==> src/rtl/run_ctrl_pkg.sv <==
// ============================================================================
//  Module   : run_ctrl_pkg
//  Purpose  : Shared state encoding and default sizing for core_run_ctrl.
//  Revision : 1.0  initial release
// ============================================================================
`default_nettype none

package run_ctrl_pkg;

   typedef enum logic [1:0] {
      IDLE = 2'd0,
      HOLD = 2'd1,
      RUN  = 2'd2,
      DONE = 2'd3
   } run_state_t;

   localparam int CW_DEF         = 16;
   localparam int RST_HOLD_DEF   = 2;
   localparam int MAX_CYCLES_DEF = 1000;

endpackage

`default_nettype wire

==> src/rtl/sat_counter.sv <==
// ============================================================================
//  Module   : sat_counter
//  Purpose  : Up counter with synchronous clear that sticks at all-ones.
//  Revision : 1.0  initial release
// ============================================================================
`default_nettype none

module sat_counter #(
   parameter int W = 16
) (
   input  logic         clk,
   input  logic         clr,
   input  logic         en,
   output logic [W-1:0] q
);

   logic [W-1:0] r_q;

   always_ff @(posedge clk) begin
      if (clr) begin
         r_q <= '0;
      end else if (en && (r_q != '1)) begin
         r_q <= r_q + 1'b1;
      end
   end

   assign q = r_q;

endmodule

`default_nettype wire

==> src/rtl/core_run_ctrl.sv <==
// ============================================================================
//  Module   : core_run_ctrl
//  Purpose  : Four-phase run handshake that resets, runs and times a core.
//             Optional timeout enabled by macro RUN_CTRL_TIMEOUT_EN.
//  Revision : 1.0  initial release
// ============================================================================
`default_nettype none

module core_run_ctrl
   import run_ctrl_pkg::*;
#(
   parameter int CW         = CW_DEF,
   parameter int RST_HOLD   = RST_HOLD_DEF,
   parameter int MAX_CYCLES = MAX_CYCLES_DEF
) (
   input  logic          clk,
   input  logic          reset,
   input  logic          req,
   input  logic          core_done,
   output logic          core_reset,
   output logic          busy,
   output logic          ack,
   output logic          timeout,
   output logic [CW-1:0] cycle_count
);

   localparam logic [3:0] c_hold_last = 4'(RST_HOLD - 1);

   generate
      if ((RST_HOLD < 1) || (RST_HOLD > 15)) begin : g_chk_hold
         $error("core_run_ctrl: RST_HOLD out of range");
      end
      if ((MAX_CYCLES < 1) || (MAX_CYCLES > ((2 ** CW) - 1))) begin : g_chk_max
         $error("core_run_ctrl: MAX_CYCLES out of range");
      end
   endgenerate

   run_state_t    r_state;
   run_state_t    w_next;
   logic [3:0]    r_hold;
   logic [3:0]    w_hold_next;
   logic          w_clr;
   logic          w_en;
   logic          r_core_reset;
   logic          r_busy;
   logic          r_ack;
   logic [CW-1:0] w_count;

`ifdef RUN_CTRL_TIMEOUT_EN
   localparam logic [CW-1:0] c_max_cycles = CW'(MAX_CYCLES);
   logic w_to_set;
   logic r_timeout;
`endif

   always_comb begin
      w_next      = r_state;
      w_hold_next = r_hold;
      w_clr       = 1'b0;
      w_en        = 1'b0;
`ifdef RUN_CTRL_TIMEOUT_EN
      w_to_set    = 1'b0;
`endif
      case (r_state)
         IDLE: begin
            if (req) begin
               w_next      = HOLD;
               w_hold_next = '0;
               w_clr       = 1'b1;
            end
         end
         HOLD: begin
            if (r_hold == c_hold_last) begin
               w_next = RUN;
            end else begin
               w_hold_next = r_hold + 4'd1;
            end
         end
         RUN: begin
            // done wins over a coincident timeout and freezes the count
            if (core_done) begin
               w_next = DONE;
            end
`ifdef RUN_CTRL_TIMEOUT_EN
            else if (w_count == c_max_cycles) begin
               w_next   = DONE;
               w_to_set = 1'b1;
            end
`endif
            else begin
               w_en = 1'b1;
            end
         end
         DONE: begin
            if (!req) begin
               w_next = IDLE;
            end
         end
         default: begin
            w_next = IDLE;
         end
      endcase
   end

   // Outputs are registered from the next state so they line up with r_state
   always_ff @(posedge clk) begin
      if (reset) begin
         r_state      <= IDLE;
         r_hold       <= '0;
         r_core_reset <= 1'b1;
         r_busy       <= 1'b0;
         r_ack        <= 1'b0;
      end else begin
         r_state      <= w_next;
         r_hold       <= w_hold_next;
         r_core_reset <= (w_next != RUN);
         r_busy       <= (w_next == HOLD) || (w_next == RUN);
         r_ack        <= (w_next == DONE);
      end
   end

`ifdef RUN_CTRL_TIMEOUT_EN
   always_ff @(posedge clk) begin
      if (reset || w_clr) begin
         r_timeout <= 1'b0;
      end else if (w_to_set) begin
         r_timeout <= 1'b1;
      end
   end

   assign timeout = r_timeout;
`else
   assign timeout = 1'b0;
`endif

   sat_counter #(
      .W (CW)
   ) u_cycle_cnt (
      .clk (clk),
      .clr (reset | w_clr),
      .en  (w_en),
      .q   (w_count)
   );

   assign core_reset  = r_core_reset;
   assign busy        = r_busy;
   assign ack         = r_ack;
   assign cycle_count = w_count;

endmodule

`default_nettype wire

==> config.mk <==
export PLATFORM = sky130hd
export DESIGN_NAME = core_run_ctrl
export DESIGN_NICKNAME = d
export VERILOG_FILES = /design/src/rtl/run_ctrl_pkg.sv /design/src/rtl/sat_counter.sv /design/src/rtl/core_run_ctrl.sv
export SDC_FILE = /design/constraint.sdc
export NUM_CORES = 1
export LEC_CHECK = 0
export CAP_MARGIN = 0
export CORE_ASPECT_RATIO = 1.25
export CORE_UTILIZATION = 46
export DETAILED_ROUTE_END_ITERATION = 8
export GPL_ROUTABILITY_DRIVEN = 0
export PLACE_DENSITY = 0.78
export REMOVE_ABC_BUFFERS = 1
export SYNTH_ARGS = -nofsm -noshare
export SYNTH_HDL_FRONTEND = slang
export SYNTH_HIERARCHICAL = 1
export SYNTH_SLANG_ARGS = --single-unit
==> constraint.sdc <==
create_clock -name clk -period 1.9 [get_ports clk]
set_input_delay 0.38 -clock clk [delete_from_list [all_inputs] [get_ports clk]]
set_output_delay 0.38 -clock clk [all_outputs]
set_load 0.005 [all_outputs]
==> flow_summary.yaml, run 1 <==
outcome:
  status: "finished, final reports clean"
sta:
  hold_violations: 0
  finClkSkew_ns: 0.00144
  period_share_pct: 94.1
  finalSetupViolations: 0
  whs_ns: 0.525
  slew_violations: 0
  period_needed_ns: 1.79
  rsz0062_at_grt: "false"
  timing.fmax_mhz: 560
power:
  cellLeakagePower_nw: 0.559
  power_density_nw_per_um2: 513
  peakVddDrop_mv: 0.305
  finalPower_mw: 0.850
route:
  finalWirelength_um: 2980
  wire_per_inst_um: 13.9
  drc: 0
  drt_iter0_drc: 65
  viasPerCell: 5.82
  drtAntennaViolNets: 0
  via_count: 1252
  first_pass_iters: 6
worst_setup_path:
  endpoint_kind: "flip-flop"
  cp.arrival_ns: 2.04
  critPathBufInv: 0
  critical_path.cell_chain: "nand2_2 -> or4_1 -> or4_1 -> a21oi_1"
  critPathMaxStageDelay_ns: 0.56
  crit_type: "flip-flop to flip-flop"
  r2r_start: "u_cycle_cnt/q[8]"
  critPathLaunchType: "flip-flop"
  critPathRequiredTime_ns: 2.15
  path_delay_family: "simple AND/OR/NAND/NOR gates"
  crit_slowest_cell: "or4_1"
  path_common_cell: "or4_1"
  cp_max_fo: 7
  critPathLaunch: "u_cycle_cnt/q[8]"
finish:
  drive_above_1_share_pct: 13.8
  nets: 189
  layoutNonFillerInstCount: 215
  fin_util_pct: 62.5
  area_growth_pct: 29.8
  nFillCells: 232
  antenna_cells: 0
place:
  dp.cells: 210
  post-dp-hpwl_um: 2210
  io_buffers: 22
clock_network:
  cts_buffer_depth: 2
  cts_buffers: 3
  h-tree-depth: 1
  cts_root_buf: "clkbuf_4"
  cts.hold.buffers_added: 0
  cts_tree: "done"
  cts_num_sinks: 25
  path_clk_slew_ns: 0.13
  clk_latency_ns: 0.31
die:
  die_height_um: 60.9
  rows: 21
  dieWidth_um: 49.1
  initial_utilization_pct: 48.1
  pin_count: 24
  dieArea_sq_um: 2990
  core_area_sq_um: 2650
synthesis:
  syn_inst: 146
  yosysUniqueCellTypes: 41
  avgSynthCellArea_sq_um: 8.75
  ys_top_cells_by_area: "dfxtp_1, a21oi_1, or4_1"
  synth_seq_area_share_pct: 39.2
  synthMostInstantiatedCell: "dfxtp_1"
  ys_top_cells_by_count: "dfxtp_1, a21oi_1, or4_1"
  yosysWarningCount: 6
  async_reset_ff_share_pct: 0
  synth_edf_count: 0
  yosys.area.top_type: "dfxtp_1"
  synth_ff_type: "dfxtp_1"
  syn_area_sq_um: 1280
  synth_top_area_share_pct: 39.2
  synth_seq_cells: 25
grt:
  globalRouteOverflowTotal: 0
  grt_use_total_pct: 20.7
  grt_pass1_vias: 1112
  grt_start_max_net_pins: 14
  grt_pass1_wl_um: 4850
  antenna_found_initial: 0
worst_hold_path:
  holdCritPathClass: "flip-flop to flip-flop"
  hp-start: "r_hold[2]"
run:
  maxCapViolCount: 0
==> cell usage in the layout, fill, tap and decap left out, types with 2 or more instances in the layout <==
cell type,netlist,layout
nand4_1,3,3
o21ai_0,7,7
o31ai_1,8,7
nand2_1,6,6
or3_1,5,5
xnor2_1,2,2
nor4_1,2,2
a21oi_1,15,15
or4_1,9,9
ha_1,3,3
mux2i_1,2,2
nor2_1,8,8
and4_1,3,3
nor2b_1,3,3
dfxtp_1,25,25
nand3_1,7,7
clkdlybuf4s50_1,0,22
buf_4,1,14
nor3_1,5,5
clkbuf_4,0,3
inv_1,8,8
==> cell families after synthesis <==
family          after synthesis  share of synthesized area (%)
buf+inv                      13                           4.21
mux                           3                           2.45
fa+ha+maj                     3                           2.94
other cells                   1                          0.294
flops                        25                           39.2
simple gates                 63                           32.2
compound gates               36                           17.3
xor+xnor                      2                           1.37
==> timing repair <==
item | in CTS | in global routing
gates resized for setup | 0 | 1
setup endpoints to repair | 0 | 9
buffers inserted | 0 | 1
hold endpoints to repair | 0 | 0
==> through the flow <==
| step | setup TNS [ns] | setup WS [ns] | cell area [sq um] |
|---|---|---|---|
| after global routing | 0 | 0.0147 | 1660 |
| after detailed placement | -2.39 | -0.237 | 1620 |
| after CTS | 0 | 0.0815 | 1650 |
| after global placement | -1.62 | -0.178 | 1620 |
| after floorplan | -0.547 | -0.181 | 1250 |
| final | 0 | 0.113 | 1660 |
==> state kept, by name, summed over array words and instances, names as in the netlist <==
| register | cells |
|---|---|
| busy | 1 |
| r_hold | 4 |
| u_cycle_cnt/q | 16 |
| ack | 1 |
| core_reset | 1 |
| r_state | 2 |
==> tightest hold or removal path: cells and delay by family (launching register included) <==
kind           cells  cell delay, ns
AO/OA/AOI/OAI      2            0.13
flip-flops         1            0.36
==> worst paths after layout <==
kind	end	slack (ns)	cells after the start
setup reg to reg	u_cycle_cnt/q[15]	0.11	4
hold / removal	r_hold[2]	0.53	2
hold reg to reg	r_hold[2]	0.53	2
setup / recovery	u_cycle_cnt/q[15]	0.11	4
==> where the power goes <==
part	leakage [nW]	switching, mW	total [mW]	internal (mW)
logic	0.342	0.0417	0.0799	0.0382
clock network	0.0150	0.149	0.231	0.0819
registers	0.202	0.00628	0.539	0.533
total	0.559	0.197	0.850	0.653
==> per-layer routing <==
layer  vias to the layer above  global-route usage, %  part of all wire, %
met4                         0                   5.04                 0.57
met5                         -                      0                    0
li1                        620                      -                    -
met2                        40                   40.1                   53
met1                       590                   24.2                   41
met3                         2                   2.26                  5.1
==> area by class of cell <==
cell class / count / area (sq um) / share of cell area [%]
clock buffers: 4 / 26.3 / 1.58
inverters: 8 / 30.0 / 1.81
multi-input cells: 108 / 733 / 44.2
flip-flops and latches: 25 / 500 / 30.2
well taps: 34 / 42.5 / 2.57
repair buffers: 36 / 325 / 19.6
Power figures use the tool's default switching activity.
==> inputs of run 2 (changes only) <==
- CORE_MARGIN: default -> 2
==> flow_summary.yaml, run 2 (synthesized netlist as in run 1, its figures left out) <==
route:
  viasPerCell: 5.73
  via_count: 1233
  drt_iter0_drc: 26
  drtAntennaViolNets: 0
  drc: 0
  first_pass_iters: 4
  wire_per_inst_um: 13.8
  finalWirelength_um: 2960
die:
  dieArea_sq_um: 3220
  rows: 21
  initial_utilization_pct: 48.1
  pin_count: 24
  dieWidth_um: 51.1
  die_height_um: 62.9
  core_area_sq_um: 2650
finish:
  drive_above_1_share_pct: 13.8
  area_growth_pct: 29.8
  largest_reg_flops: 16
  nets: 189
  final_common_cell: "dfxtp_1"
  final_cell_mix: "dfxtp_1, clkdlybuf4s50_1, a21oi_1"
  antenna_cells: 0
  layoutNonFillerInstCount: 215
run:
  maxCapViolCount: 0
sta:
  finClkSkew_ns: 0.00323
  period_needed_ns: 1.77
  rsz0062_at_grt: "false"
  timing.fmax_mhz: 565
  whs_ns: 0.535
  slew_violations: 0
  finalSetupViolations: 0
  hold_violations: 0
  period_share_pct: 93.2
  fin_setup_tns_ns: 0
grt:
  antenna_found_initial: 0
  grt_start_max_net_pins: 17
  grt_pass1_wl_um: 4960
  globalRouteOverflowTotal: 0
  grt_use_total_pct: 19.7
  grt_pass1_vias: 1135
clock_network:
  h-tree-depth: 1
  cts_buffers: 3
  cts_num_sinks: 25
  path_clk_slew_ns: 0.13
  cts_root_buf: "clkbuf_4"
  cts_setup_buffers: 0
  cts_tree: "done"
  cts_buffer_depth: 2
  clk_latency_ns: 0.32
power:
  power_density_nw_per_um2: 518
  finalPower_mw: 0.860
  cellLeakagePower_nw: 0.558
  peakVddDrop_mv: 0.339
place:
  post-dp-hpwl_um: 2190
  io_buffers: 22
  dp.cells: 211
worst_setup_path:
  cp.arrival_ns: 2.03
  critPathLaunchType: "flip-flop"
  crit_type: "flip-flop to flip-flop"
  critPathLaunch: "u_cycle_cnt/q[5]"
  endpoint_kind: "flip-flop"
  cp_max_fo: 7
  r2r_start: "u_cycle_cnt/q[5]"
  critPathRequiredTime_ns: 2.16
worst_hold_path:
  hp-start: "r_hold[3]"
  holdCritPathClass: "flip-flop to flip-flop"
outcome:
  status: "finished, final reports clean"
[run 2: cell counts in the layout (fill, tap and decap cells not counted)]
No cell type changed its count.
[run 2: cell type report]
type / count / area, sq um
timing repair buffer: 36 / 325
fill: 237 / 996
tap: 34 / 42.5
sequential: 25 / 500
clock buffer: 4 / 26.3
multi-input combinational: 108 / 733
inverter: 8 / 30.0
[run 2: per-stage QoR]
stage / setup slack, ns / utilization (%) / instance area, sq um
3_5_place_dp: -0.240 / 61.3 / 1630
3_3_place_gp: -0.178 / 61.3 / 1630
2_1_floorplan: -0.181 / - / 1250
4_1_cts: 0.0855 / 62.3 / 1650
6_report: 0.130 / 62.5 / 1660
5_1_grt: 0.000916 / 62.5 / 1660
[run 2: final timing paths]
| check | end | slack, ns | cells after the start |
|---|---|---|---|
| min reg2reg | r_hold[3] | 0.53 | 2 |
| max | u_cycle_cnt/q[15] | 0.13 | 4 |
| min | r_hold[3] | 0.53 | 2 |
| max reg2reg | u_cycle_cnt/q[15] | 0.13 | 4 |
[run 2: report_power, final]
| group | switching, mW | internal [mW] |
|---|---|---|
| Clock | 0.157 | 0.0821 |
| Combinational | 0.0426 | 0.0394 |
| Sequential | 0.00549 | 0.533 |
[run 2: routing by layer]
| layer | track usage [%] | vias up | wire [um] |
|---|---|---|---|
| li1 | - | 615 | - |
| met3 | 2.63 | 2 | 124 |
| met5 | 0 | - | 0 |
| met2 | 34.6 | 29 | 1580 |
| met1 | 23.7 | 587 | 1240 |
| met4 | 7.09 | 0 | 18 |
[run 2: repair_timing]
action / in CTS / in global routing
resized for setup: 0 / 1
endpoints found under the setup margin: 0 / 2
hold buffers: 0 / 0
[run 2: worst max-delay path, stage by stage (launching register included)]
cell	delay (ns)
dfxtp_1	0.49
nand4_4	0.19
or4_1	0.48
or4_1	0.41
a21oi_1	0.15
